<file path="src/rtl/sd_data_pkg.sv">
// Shared types and frame constants for the single-line SD data PHY.
package sd_data_pkg;

    localparam int unsigned DATA_W = 32;
    localparam int unsigned CRC_W  = 16;

    localparam logic [CRC_W-1:0] CRC16_POLY = 16'h1021;

    // Last bit index within the data and CRC sections of a frame
    localparam logic [5:0] DATA_LAST = 6'(DATA_W - 1);
    localparam logic [5:0] CRC_LAST  = 6'(CRC_W - 1);
    localparam logic [3:0] CRC_MSB   = 4'(CRC_W - 1);

    typedef enum logic [3:0] {
        IDLE,
        TX_START,
        TX_DATA,
        TX_CRC,
        TX_END,
        RX_WAIT,
        RX_DATA,
        RX_CRC,
        RX_END,
        DONE
    } state_t;

endpackage

</file>
<file path="src/rtl/sd_crc16.sv">
// Serial CRC16-CCITT (poly 0x1021, init 0), one bit per enabled clock, MSB first.
module sd_crc16
    import sd_data_pkg::*;
(
    input  logic             clk,
    input  logic             clear,
    input  logic             enable,
    input  logic             bit_in,
    output logic [CRC_W-1:0] crc
);

    logic feedback;

    assign feedback = bit_in ^ crc[CRC_W-1];

    // LFSR update: clear has priority over shifting
    always_ff @(posedge clk) begin
        if (clear) begin
            crc <= '0;
        end else if (enable) begin
            crc <= {crc[CRC_W-2:0], 1'b0} ^ (feedback ? CRC16_POLY : '0);
        end
    end

endmodule

</file>
<file path="src/rtl/sd_data_phy.sv">
// DAT0 physical layer: serialises one word as start/data/CRC16/end, or waits
// for and deserialises a card frame, then reports Complete/Timeout/CRC_error.
module sd_data_phy
    import sd_data_pkg::*;
#(
    parameter int unsigned TO_W = 16
) (
    input  logic              SD_clock,
    input  logic              Reset,
    input  logic              Send,
    input  logic              WriteRead,
    input  logic              Idle,
    input  logic [DATA_W-1:0] Data_from_FIFO,
    input  logic              Timeout_enable,
    input  logic [TO_W-1:0]   Timeout_reg,
    input  logic              Data_pin_in,
    output logic              Data_pin_out,
    output logic              Data_oe,
    output logic              Serial_ready,
    output logic              Complete,
    output logic              Timeout,
    output logic              CRC_error,
    output logic [DATA_W-1:0] Data_to_FIFO,
    output logic              Write_FIFO
);

    state_t            state;
    logic [5:0]        bit_cnt;
    logic [DATA_W-1:0] shift_reg;
    logic [TO_W-1:0]   wait_cnt;
    logic [CRC_W-1:0]  rx_crc;
    logic              is_read;
    logic              frame_err;

    logic              crc_clear;
    logic              crc_enable;
    logic              crc_bit;
    logic [CRC_W-1:0]  crc;

    sd_crc16 u_crc (
        .clk    (SD_clock),
        .clear  (crc_clear),
        .enable (crc_enable),
        .bit_in (crc_bit),
        .crc    (crc)
    );

    // CRC feed: the bit leaving on TX or the bit arriving on RX, data section only
    always_comb begin
        crc_clear  = Reset || ((state == IDLE) && Send && !Idle);
        crc_enable = 1'b0;
        crc_bit    = 1'b0;
        if (!Reset && !Idle) begin
            if (state == TX_DATA) begin
                crc_enable = 1'b1;
                crc_bit    = shift_reg[DATA_W-1];
            end else if (state == RX_DATA) begin
                crc_enable = 1'b1;
                crc_bit    = Data_pin_in;
            end
        end
    end

    // Frame FSM with registered outputs; line outputs lag the state by one edge
    always_ff @(posedge SD_clock) begin
        if (Reset) begin
            state        <= IDLE;
            bit_cnt      <= '0;
            shift_reg    <= '0;
            wait_cnt     <= '0;
            rx_crc       <= '0;
            is_read      <= 1'b0;
            frame_err    <= 1'b0;
            Data_pin_out <= 1'b1;
            Data_oe      <= 1'b0;
            Serial_ready <= 1'b1;
            Complete     <= 1'b0;
            Timeout      <= 1'b0;
            CRC_error    <= 1'b0;
            Data_to_FIFO <= '0;
            Write_FIFO   <= 1'b0;
        end else begin
            Complete     <= 1'b0;
            Timeout      <= 1'b0;
            CRC_error    <= 1'b0;
            Write_FIFO   <= 1'b0;
            Serial_ready <= (state == IDLE);
            if (Idle) begin
                state        <= IDLE;
                Data_oe      <= 1'b0;
                Data_pin_out <= 1'b1;
            end else begin
                case (state)
                    IDLE: begin
                        Data_oe      <= 1'b0;
                        Data_pin_out <= 1'b1;
                        if (Send) begin
                            is_read   <= !WriteRead;
                            bit_cnt   <= '0;
                            frame_err <= 1'b0;
                            if (WriteRead) begin
                                shift_reg <= Data_from_FIFO;
                                state     <= TX_START;
                            end else begin
                                wait_cnt <= '0;
                                state    <= RX_WAIT;
                            end
                        end
                    end
                    TX_START: begin
                        Data_pin_out <= 1'b0;
                        Data_oe      <= 1'b1;
                        state        <= TX_DATA;
                    end
                    TX_DATA: begin
                        Data_pin_out <= shift_reg[DATA_W-1];
                        shift_reg    <= {shift_reg[DATA_W-2:0], 1'b0};
                        if (bit_cnt == DATA_LAST) begin
                            bit_cnt <= '0;
                            state   <= TX_CRC;
                        end else begin
                            bit_cnt <= bit_cnt + 6'd1;
                        end
                    end
                    TX_CRC: begin
                        Data_pin_out <= crc[CRC_MSB - bit_cnt[3:0]];
                        if (bit_cnt == CRC_LAST) begin
                            bit_cnt <= '0;
                            state   <= TX_END;
                        end else begin
                            bit_cnt <= bit_cnt + 6'd1;
                        end
                    end
                    TX_END: begin
                        Data_pin_out <= 1'b1;
                        state        <= DONE;
                    end
                    RX_WAIT: begin
                        // A start bit takes precedence over a coincident timeout
                        if (!Data_pin_in) begin
                            bit_cnt <= '0;
                            state   <= RX_DATA;
                        end else begin
                            if (wait_cnt != '1) begin
                                wait_cnt <= wait_cnt + 1'b1;
                            end
                            if (Timeout_enable && (Timeout_reg != '0) &&
                                (wait_cnt == Timeout_reg)) begin
                                Timeout <= 1'b1;
                                state   <= IDLE;
                            end
                        end
                    end
                    RX_DATA: begin
                        shift_reg <= {shift_reg[DATA_W-2:0], Data_pin_in};
                        if (bit_cnt == DATA_LAST) begin
                            bit_cnt <= '0;
                            state   <= RX_CRC;
                        end else begin
                            bit_cnt <= bit_cnt + 6'd1;
                        end
                    end
                    RX_CRC: begin
                        rx_crc <= {rx_crc[CRC_W-2:0], Data_pin_in};
                        if (bit_cnt == CRC_LAST) begin
                            bit_cnt <= '0;
                            state   <= RX_END;
                        end else begin
                            bit_cnt <= bit_cnt + 6'd1;
                        end
                    end
                    RX_END: begin
                        frame_err <= (rx_crc != crc) || !Data_pin_in;
                        state     <= DONE;
                    end
                    DONE: begin
                        Complete     <= 1'b1;
                        Data_oe      <= 1'b0;
                        Data_pin_out <= 1'b1;
                        if (is_read) begin
                            CRC_error <= frame_err;
                            if (!frame_err) begin
                                Data_to_FIFO <= shift_reg;
                                Write_FIFO   <= 1'b1;
                            end
                        end
                        state <= IDLE;
                    end
                    default: begin
                        state <= IDLE;
                    end
                endcase
            end
        end
    end

endmodule

</file>
<file path="config.mk">
export PLATFORM = sky130hd
export DESIGN_NAME = sd_data_phy
export DESIGN_NICKNAME = d
export VERILOG_FILES = /design/src/rtl/sd_data_pkg.sv /design/src/rtl/sd_crc16.sv /design/src/rtl/sd_data_phy.sv
export SDC_FILE = /design/constraint.sdc
export NUM_CORES = 1
export LEC_CHECK = 0
export CAP_MARGIN = 0
export CORE_MARGIN = 2
export CORE_UTILIZATION = 54
export CTS_CLUSTER_DIAMETER = 50
export DETAILED_ROUTE_END_ITERATION = 8
export GPL_ROUTABILITY_DRIVEN = 0
export PLACE_DENSITY = 0.82
export SYNTH_ARGS = -nofsm -noshare
export SYNTH_HDL_FRONTEND = slang
export SYNTH_SLANG_ARGS = --single-unit
</file>
<file path="constraint.sdc">
create_clock -name SD_clock -period 2.6 [get_ports SD_clock]
set_input_delay 0.26 -clock SD_clock [delete_from_list [all_inputs] [get_ports SD_clock]]
set_output_delay 0.26 -clock SD_clock [all_outputs]
set_load 0.01 [all_outputs]
</file>
; Yosys cells after proc, flatten, opt, wreduce, memory -nomap -nowiden
; Index checks and enable logic that the tools add are counted.
[word_totals]
ff_bits = 131
in_bits = 55
out_inout_bits = 39
wordCells = 126
[op_classes]
addsub = 3
magnitude_cmp = 1
eq_ne = 25
muxes = 38
n_bitwise = 8
n_reduce_logical = 35
[op_table]
columns = op, n
row1 = case mux 32 bit (3 select lines), 1
row2 = two-way mux 16 bit, 4
row3 = two-way mux 32 bit, 2
row4 = case mux 16 bit (2 select lines), 1
row5 = case mux 4 bit (8 select lines), 1
row6 = two-way mux 4 bit, 7
row7 = two-way mux 6 bit, 4
row8 = case mux 6 bit (4 select lines), 1
row9 = adder 16 x 1 -> 16 bit (second input constant), 1
row10 = == test 16 bit, 1
row11 = == test 4 x 3 -> 1 bit (second input constant), 4
row12 = != test 16 bit, 1
row13 = != test 16 bit (second input constant), 1
row14 = != test 2 bit (second input constant), 8
row15 = nonzero test 16 bit, 1
row16 = bitwise XOR 16 bit, 1
row17 = two-way mux 13 bit, 1
row18 = AND reduction 4 bit, 3
row19 = AND reduction 6 bit, 2
row20 = two-way mux 1 bit, 11
row21 = OR reduction 2 bit, 5
row22 = == test 4 x 2 -> 1 bit (second input constant), 2
row23 = == test 4 bit (second input constant), 2
row24 = nonzero test 4 bit, 2
row25 = other kinds (24), 43

; Logic depth before layout (Yosys ltp)
[logic_depth]
word_depth = 7
ltp_mapped = 8
depth_no_buf = 7

; Hierarchy
; Synthesis repeated with hierarchy kept, for this count alone.
[unflattened]
hier_cells = 734
hier_area_um2 = 6063.3
[by_module_without_submodules]
columns = module, instances, cells_per_inst, area_each_um2, seq_area_each_um2
row1 = sd_data_phy, 1, 677, 5447.7, 2302.2
row2 = sd_crc16, 1, 57, 615.6, 320.3

; Least setup slack after synthesis
; Ideal clock, no wire load.
[synth_timing]
path_kind = flip-flop to flip-flop
from = register state[2]
to = register wait_cnt[13]
setup_ns = 0.117
arrival_ns = 2.072
t_required_ns = 2.483
path_slack_ns = 0.411
path_stages_with_launch = 7
path_buffers = 1
cell_sequence = dfxtp_1 -> buf_6 -> or4b_1 -> a2111o_1 -> or4_1 -> xor2_1 -> nor2_1
[synth_between]
elab_chain_len = 3
elab_cells_between_ends = 9
classes_between = eq/ne: 5 / mux: 1 / reduce/logical: 3
[synth_lines]
columns = element, line_no
row1 = "start, declared", sd_data_phy.sv:27  ; state_t state;
row2 = "start signal, assigned", sd_data_phy.sv:67  ; state <= IDLE;
row3 = "start signal, assigned", sd_data_phy.sv:89  ; state <= IDLE;
row4 = "start signal, assigned", sd_data_phy.sv:103  ; state <= TX_START;
row5 = == test 4 x 3 -> 1 bit / zero test 4 bit (equally long branches), sd_data_phy.sv:93  ; case (state)
row6 = != test 2 bit (no source line) / nonzero test 2 bit (equally long branches), n/a
row7 = AND reduction 6 bit (no source line), n/a
row8 = "end signal, assigned", sd_data_phy.sv:145  ; wait_cnt <= wait_cnt + 1'b1;
row9 = "end, declared", sd_data_phy.sv:30  ; logic [TO_W-1:0] wait_cnt;
; Several ways; a longest one is shown, not always the timed one.
; A chain may end at the register's enable or synchronous reset.

; Worst setup path after layout
[layout_timing]
from = register bit_cnt[0]
to = register bit_cnt[3]
[layout_between]
elab_chain_len = 3
elab_cells_between_ends = 6
classes_between = add/sub: 1 / eq/ne: 2 / mux: 3
[layout_lines]
columns = element, line_no
row1 = "start, declared", sd_data_phy.sv:28  ; logic [5:0] bit_cnt;
row2 = "start signal, assigned", sd_data_phy.sv:122  ; bit_cnt <= bit_cnt + 6'd1;
row3 = "start signal, assigned", sd_data_phy.sv:131  ; bit_cnt <= bit_cnt + 6'd1;
row4 = "start signal, assigned", sd_data_phy.sv:160  ; bit_cnt <= bit_cnt + 6'd1;
row5 = "adder 6 x 1 -> 6 bit, or another cell as far along", n/a
row6 = "two-way mux 6 bit, on equally long branches", n/a
row7 = case mux 6 bit (4 select lines) *, sd_data_phy.sv:93
; Mark *: on every way between the ends. The rest lies on a longest branch, timed or not.

==> flow_metrics.tcl <==
set metrics [dict create \
    timing.fmax_mhz 440 \
    finalMaxSlewViolations 0 \
    n_fill_cell 802 \
    via_per_inst 5.78 \
    p_leak_nw 2.56 \
    grtUsageTotal 0.264 \
    drv_cap 0 \
    min_path_type "in -> reg" \
    slew_headroom 0.415 \
    clkSinkCount 131 \
    setup_viol 0 \
    numCtsBuffers 17 \
    drtAntennaViolNets 0 \
    cts_tree "yes" \
    yosysSeqAreaShare 0.441 \
    grt_max_degree 89 \
    first_pass_iters 5 \
    skew_ps 5.58 \
    irDropWorstVdd_v 0.000369 \
    ys_ff_latch 131 \
    die-area_um2 11900 \
    initial_core_util 0.551 \
    met3WireLength_um 893 \
    clkLatencyLatePin_ps 520 \
    synth_edf_count 0 \
    drt-total-wl_um 15200 \
    ys_types 52 \
    antenna_found_initial 0 \
    postSynthCellCount 725 \
    final_nets 861 \
    syn_nets 782 \
    top_layer "met4" \
    wl_met1_um 6380 \
    cts_setup_buffers 0 \
    regArea_um2 2620 \
    portBuffers 93 \
    critPathCaptureType "flop" \
    min_period_over_period 0.875 \
    async_flop_share 0 \
    setup_ws_ps 325 \
    rsz0062_at_grt "false" \
    postCtsHoldBufs 1 \
    arrival_ps 2720 \
    worstMarginPinSlew_ps 878 \
    status "finished, final reports clean" \
    worstSetupPathType "reg -> reg" \
    multi_input_area_um2 3120 \
    drtIter0Drc 366 \
    p_per_area_nw_per_um2 628 \
    num_rows 38 \
    drive_gt1_frac 0.0869 \
    ys_warn_count 0 \
    chipHeight_um 109 \
    grt_pass1_vias 5147 \
    num_vias 5534 \
    crit_fanout 8 \
    cts_root_buf "clkbuf_8" \
    cts_max_path_buffers 2 \
    pre_cts_ws_ps -12.3 \
    overflow 0 \
    dieWidth_um 109 \
    syn_to_final_growth_pct 28.0 \
    tns_ps 0 \
    hold_viol 0 \
    ctsResizeCount 0 \
    drc 0 \
    htreeDepth 4 \
    n_antenna_cell 0 \
    core_area_um2 10800 \
    synth_area_um2 5950 \
    path_clk_slew_ps 60 \
    fin_crit_ps 2270 \
    hold_slack_ps 332 \
    hpwl_um 9850 \
    wl_met2_um 7630 \
    start_kind "flop" \
    syn_area_per_cell_um2 8.20 \
    io_pins 94 \
    wl_per_cell_um 15.9 \
    synth_ff_type "dfxtp_1" \
    grt_pass1_wl_um 24600 \
    critPathRequiredTime_ps 3040 \
]
-- routing by layer --
| layer | global-route usage | vias to the layer above |
|---|---|---|
| met5 | 0 | - |
| met4 | 0.114 | 0 |
| met3 | 0.0526 | 27 |
| met2 | 0.449 | 208 |
| met1 | 0.324 | 2614 |
| li1 | - | 2685 |
-- stage by stage --
stage / cells / total power (W) / cell area [um^2] / util
2_1_floorplan: 725 / 0.00233 / 5950 / -
3_3_place_gp: 924 / 0.00248 / 7020 / 0.650
3_5_place_dp: 924 / 0.00249 / 7020 / 0.650
4_1_cts: 957 / 0.00480 / 7610 / 0.705
5_1_grt: 957 / 0.00494 / 7610 / 0.705
6_report: 957 / 0.00478 / 7610 / 0.705
-- Yosys cell counts (11+ instances only) --
cell type | count | area share
a21oi_1 | 60 | 0.050
a311oi_1 | 32 | 0.047
and3_1 | 14 | 0.015
clkbuf_1 | 49 | 0.031
dfxtp_1 | 131 | 0.44
mux2i_1 | 18 | 0.030
nand2_1 | 142 | 0.090
nand3_1 | 11 | 0.0093
nand4_1 | 12 | 0.013
nor2_1 | 80 | 0.050
nor3_1 | 13 | 0.011
o21ai_0 | 38 | 0.032
xnor2_1 | 28 | 0.041
xor2_1 | 23 | 0.034
-- cell type report --
type,count,share of cell area
Inverter,4,0.00197
Multi-Input combinational cell,536,0.409
Sequential cell,131,0.344
Clock inverter,11,0.0166
Clock buffer,21,0.0603
Timing Repair Buffer,114,0.144
Tap cell,140,0.0230
-- path summary, 6_finish.rpt --
path,from,end,slack (ps),cells past startpoint
setup / recovery,bit_cnt[0],bit_cnt[3],330,7
hold / removal,Data_from_FIFO[9],shift_reg[9],330,3
setup reg to reg,bit_cnt[0],bit_cnt[3],330,7
hold reg to reg,Data_to_FIFO[28],Data_to_FIFO[28],450,2
-- cell families after synthesis --
group | count (synthesis) | share of synthesized area
simple gates | 310 | 0.233
flops | 131 | 0.441
fa+ha+maj | 2 | 0.00421
compound gates | 149 | 0.157
mux | 24 | 0.0511
buf+inv | 58 | 0.0383
xor+xnor | 51 | 0.0751
-- critical path, stage by stage, from the launching register on --
cell,delay (ps)
dfxtp_1,430
ha_1,280
and3_1,210
and3_1,180
or2_0,210
or2_2,280
or3b_2,470
a21oi_1,140
-- cells in the final DEF, fill, tap and decap left out, drive strengths merged, types with 3 or more instances in the layout --
master         Yosys  routed
nand2b             4       4
clkbuf            49      21
or2                4       4
or3                4       4
o21ai             38      38
inv                4       6
a31oi              4       4
nand2            142     142
xnor2             28      28
nand4             12      12
a311oi            32      32
nor2              80      80
buf                5      21
clkinv             0       3
mux4               5       5
nor3              14      14
nor4               8       8
a21oi             60      60
a211oi             3       3
nor2b              5       5
and3              14      14
nand3             11      11
dfxtp            131     131
xor2              23      23
mux2i             18      18
clkinvlp           0       4
clkdlybuf4s50      0      92
-- where the power goes --
part | switching (W) | internal, W
Combinational | 0.000200 | 0.000172
Clock | 0.000880 | 0.00144
Sequential | 0.0000345 | 0.00205
(Power assumes the default switching activity.)
